===== config.mk =====
export PLATFORM = sky130hd
export DESIGN_NAME = pwm_multi_channel
export DESIGN_NICKNAME = d
export VERILOG_FILES = /design/src/rtl/pwm_pkg.sv /design/src/rtl/pwm_channel.sv /design/src/rtl/pwm_multi_channel.sv
export SDC_FILE = /design/constraint.sdc
export NUM_CORES = 1
export LEC_CHECK = 0
export BUFFER_PORTS_ARGS = -buffer_cell sky130_fd_sc_hd__buf_2
export CAP_MARGIN = 20
export CORE_UTILIZATION = 40
export DETAILED_ROUTE_END_ITERATION = 8
export GPL_TIMING_DRIVEN = 0
export HOLD_SLACK_MARGIN = 0.06
export MAX_ROUTING_LAYER = met4
export SLEW_MARGIN = 20
export SYNTH_ARGS = -nofsm -noshare
export SYNTH_HDL_FRONTEND = slang
export SYNTH_SLANG_ARGS = --single-unit

===== constraint.sdc =====
create_clock -name clk -period 2.65 [get_ports clk]
set_clock_uncertainty 0.1 [all_clocks]
set_input_delay 0 -clock clk [delete_from_list [all_inputs] [get_ports clk]]
set_output_delay 0 -clock clk [all_outputs]
set_load 0.005 [all_outputs]

===== src/rtl/pwm_pkg.sv =====
// Shared defaults and channel-slicing helper for the multi-channel PWM block.
package pwm_pkg;

   localparam int DEF_WIDTH  = 10;
   localparam int DEF_NUM_CH = 2;

   // Bit offset of channel ch inside a packed duty bus of width-bit lanes.
   function automatic int unsigned duty_lsb(input int unsigned ch, input int unsigned width);
      return ch * width;
   endfunction

endpackage


===== src/rtl/pwm_channel.sv =====
// One PWM channel: double-buffered duty, registered compare, brake override, polarity.
module pwm_channel
   import pwm_pkg::*;
#(
   parameter int   WIDTH     = DEF_WIDTH,
   parameter logic POL       = 1'b0,
   parameter logic BRAKE_LVL = 1'b1
) (
   input  logic             clk,
   input  logic             rst_n,
   input  logic [WIDTH-1:0] cnt,
   input  logic             en,
   input  logic             apply,
   input  logic             load,
   input  logic             load_pending,
   input  logic [WIDTH-1:0] duty_in,
   input  logic             brake,
   output logic             pwm_out
);

   logic [WIDTH-1:0] shadow;
   logic [WIDTH-1:0] duty_act;
   logic             level;

   // A load that lands on an apply cycle bypasses the shadow entirely.
   always_ff @(posedge clk or negedge rst_n) begin
      if (!rst_n) begin
         shadow   <= '0;
         duty_act <= '0;
      end else if (apply) begin
         if (load)
            duty_act <= duty_in;
         else if (load_pending)
            duty_act <= shadow;
      end else if (load) begin
         shadow <= duty_in;
      end
   end

   assign level = en && (cnt < duty_act);

   always_ff @(posedge clk or negedge rst_n) begin
      if (!rst_n)
         pwm_out <= POL;
      else if (brake)
         pwm_out <= BRAKE_LVL ^ POL;
      else
         pwm_out <= level ^ POL;
   end

endmodule


===== src/rtl/pwm_multi_channel.sv =====
// Multi-channel PWM: shared period counter, boundary/enable handling, period-start sync pulse.
module pwm_multi_channel
   import pwm_pkg::*;
#(
   parameter int                WIDTH       = DEF_WIDTH,
   parameter int                NUM_CH      = DEF_NUM_CH,
   parameter logic [NUM_CH-1:0] POL_MASK    = '0,
   parameter logic [NUM_CH-1:0] BRAKE_LEVEL = '1
) (
   input  logic                    clk,
   input  logic                    rst_n,
   input  logic                    en,
   input  logic [WIDTH-1:0]        period,
   input  logic [NUM_CH*WIDTH-1:0] duty_in,
   input  logic                    load,
   input  logic                    brake,
   output logic [NUM_CH-1:0]       pwm_out,
   output logic                    period_start,
   output logic                    load_pending
);

   logic [WIDTH-1:0] cnt;
   logic [WIDTH-1:0] period_act;
   logic             at_end;
   logic             apply;

   // While disabled every cycle behaves like a boundary for period and duty updates.
   assign at_end = (cnt == period_act);
   assign apply  = !en || at_end;

   always_ff @(posedge clk or negedge rst_n) begin
      if (!rst_n) begin
         cnt          <= '0;
         period_act   <= '0;
         load_pending <= 1'b0;
         period_start <= 1'b0;
      end else begin
         if (!en || at_end)
            cnt <= '0;
         else
            cnt <= cnt + 1'b1;
         if (apply)
            period_act <= period;
         if (apply)
            load_pending <= 1'b0;
         else if (load)
            load_pending <= 1'b1;
         period_start <= en && (cnt == '0);
      end
   end

   for (genvar i = 0; i < NUM_CH; i++) begin : g_ch
      pwm_channel #(
         .WIDTH     (WIDTH),
         .POL       (POL_MASK[i]),
         .BRAKE_LVL (BRAKE_LEVEL[i])
      ) u_ch (
         .clk          (clk),
         .rst_n        (rst_n),
         .cnt          (cnt),
         .en           (en),
         .apply        (apply),
         .load         (load),
         .load_pending (load_pending),
         .duty_in      (duty_in[duty_lsb(i, WIDTH) +: WIDTH]),
         .brake        (brake),
         .pwm_out      (pwm_out[i])
      );
   end

endmodule


==> metrics.yaml <==
sta:
  fin_crit_ns: 2.34
  period_share: 0.885
  setup_violations: 0
  tightest_slew_ns: 0.597
  fin_tns_setup_ns: 0
  slew_headroom: 0.596
  rsz0062_at_grt: "false"
  slew_violations: 0
  timing.final.hold_violations: 0
  max_freq_ghz: 0.427
route:
  drtPass1Iterations: 4
  ant_nets: 0
  drc_errors: 0
  vias: 2656
  vias_per_cell: 5.25
  wirelength_um: 8150
  drtIter0Drc: 66
  routedWlPerCell_um: 16.1
global_route:
  grt-ovfl-total: 0
  grt_max_degree: 43
  grt_pass1_wl_um: 13800
  grtUsageTotal: 0.219
  grt_antenna_before_repair: 0
  grt_pass1_vias: 2812
cells_and_area:
  fin_nets: 454
  register_area_um2: 1600
  postLayoutCoreUtil: 0.549
  fillers: 670
  drive_gt1_frac: 0.235
  syn_to_final_growth_pct: 29.8
  multi_input_area_um2: 1520
  diodes: 0
clock_tree:
  postCtsHoldBufs: 42
  cts_setup_buffers: 0
  clk_latency_ns: 0.35
  clkTransAtPathRegs_ns: 0.08
  clock-sinks: 64
  clock_path_buffers: 2
  cts_tree: "built"
  cts_max_level: 3
  root_buffer: "clkbuf_8"
  numCtsBuffers: 9
  cts_resized: 0
worst_setup_path:
  worst-r2r-cell-count: 6
  cp.arrival_ns: 2.44
  critPathMaxFanout: 10
  cp-start-kind: "flip-flop"
  critical_path_class: "flip-flop to flip-flop"
  required_ns: 2.75
  end_kind: "flip-flop"
die:
  io_pins: 39
  initial_core_util: 0.423
  core_area_um2: 7890
  num_rows: 32
  die_w_um: 93.4
  die_height_um: 93.4
  dieArea_um2: 8720
place:
  io_buffers: 37
  dp_hpwl_um: 5420
  place_congestion: 0.808
logic_synthesis:
  ys_ff_latch: 64
  async_reset_ff_frac: 1.00
  synth_warnings: 0
  synth_area_per_cell_um2: 10.8
  syn-instance-count: 308
  syn-cell-area_um2: 3340
  seq_area_frac_synth: 0.480
  synth_edf_count: 0
  synthFlopType: "dfrtp_1"
  synth_cell_types: 37
  mappedNetlistNets: 363
pwr:
  pwr_density_cell_nw_per_um2: 617
  total_power_mw: 2.67
  power_leakage_nw: 2.05
  peakVddDrop_v: 0.000288
status:
  outcome: "completed"
flow_run:
  maxCapViolCount: 0
min_path:
  hold_path_class: "input pin to asynchronous set/reset pin"
-- layout by cell type, fill, tap and decap left out, types with 3 or more instances in the layout --
cell	synthesis	routed
buf_2	5	42
nor2b_1	3	3
o21ai_0	11	11
a21o_1	4	4
nor2_1	18	18
nand3_1	10	10
buf_4	2	3
buf_6	4	4
clkbuf_1	5	5
bufinv_16	0	3
dfrtp_1	64	64
xnor2_1	4	4
o22ai_1	34	34
a21oi_1	19	19
xor2_1	13	13
mux2_4	14	14
clkbuf_8	0	9
clkinvlp_4	0	4
ha_1	20	20
inv_1	29	29
dlygate4sd3_1	0	41
a2bb2oi_1	5	5
mux2_2	10	10
nand4_1	4	4
nand2_1	8	8
-- synthesized netlist by cell type, drive strengths merged, types with 8 or more instances --
| cell | count | area, um^2 |
|---|---|---|
| dfrtp | 64 | 1600 |
| o21ai | 11 | 55.1 |
| a21oi | 19 | 95.1 |
| ha | 20 | 250 |
| xor2 | 13 | 114 |
| inv | 29 | 109 |
| nor2 | 19 | 73.8 |
| mux2 | 24 | 323 |
| buf | 11 | 85.1 |
| nand2 | 8 | 30.0 |
| nand3 | 10 | 50.1 |
| o22ai | 34 | 213 |
-- metal layers --
layer | global-route usage | routed length [um]
met1 | 0.275 | 3780
met2 | 0.356 | 4050
met3 | 0.0341 | 208
met4 | 0.0833 | 116
met5 | - | 0
-- sequential cells by signal, indices dropped and copies added (netlist names) --
name	cells
load_pending	1
period_start	1
cnt	10
period_act	10
g_ch.u_ch.pwm_out	2
g_ch.u_ch.shadow	20
g_ch.u_ch.duty_act	20
-- where the power goes --
part / switching [mW] / internal, mW / total (mW)
sequential: 0.0832 / 1.09 / 1.18
combinational: 0.212 / 0.252 / 0.464
clock: 0.406 / 0.624 / 1.03
total: 0.702 / 1.97 / 2.67
-- area by class of cell --
class / instances / share of cell area
multi-input combinational: 198 / 0.351
tap: 102 / 0.0295
sequential: 64 / 0.370
buffer: 16 / 0.0240
inverter: 30 / 0.0260
timing repair buffer: 80 / 0.144
clock buffer: 9 / 0.0286
clock inverter: 7 / 0.0277
-- through the flow --
stage / hold WS (ns) / instances / instance area, um^2 / setup slack [ns]
floorplan: -0.396 / 308 / 3340 / 0.726
global placement: 0.132 / 447 / 3650 / 0.371
detailed placement: -0.180 / 448 / 3670 / 0.314
CTS: 0.0725 / 506 / 4340 / 0.300
global route: 0.0877 / 506 / 4330 / 0.169
finish: 0.0649 / 506 / 4330 / 0.306
-- path summary, 6_finish.rpt --
kind	startpoint	endpoint	slack [ns]
worst max-delay path	cnt[5]	g_ch[1].u_ch.duty_act[6]	0.31
worst min-delay path	rst_n	g_ch[0].u_ch.duty_act[4]	0.06
worst max register to register	cnt[5]	g_ch[1].u_ch.duty_act[6]	0.31
worst min register to register	g_ch[0].u_ch.duty_act[4]	g_ch[0].u_ch.duty_act[4]	0.41
max in group asynchronous	rst_n	g_ch[1].u_ch.shadow[2]	1.91
min in group clk	period[3]	period_act[3]	0.32
-- critical path, cell delays in order, from the launching register on --
cell,delay [ns]
dfrtp_1,0.54
xor2_1,0.22
nor4_2,0.41
a41oi_1,0.36
buf_2,0.32
o22ai_1,0.18
a21oi_1,0.07
-- cell families (layout without fill, tap and decap cells) --
group,Yosys count,after routing,synth area share
adders and majority gates,20,20,0.0750
muxes,24,24,0.0967
buffers and inverters,46,142,0.0648
and+or+nand+nor,55,55,0.0862
AOI/OAI and AO/OA,82,82,0.153
xor gates and xnor gates,17,17,0.0446
DFF,64,64,0.480
(Power assumes the default switching activity.)
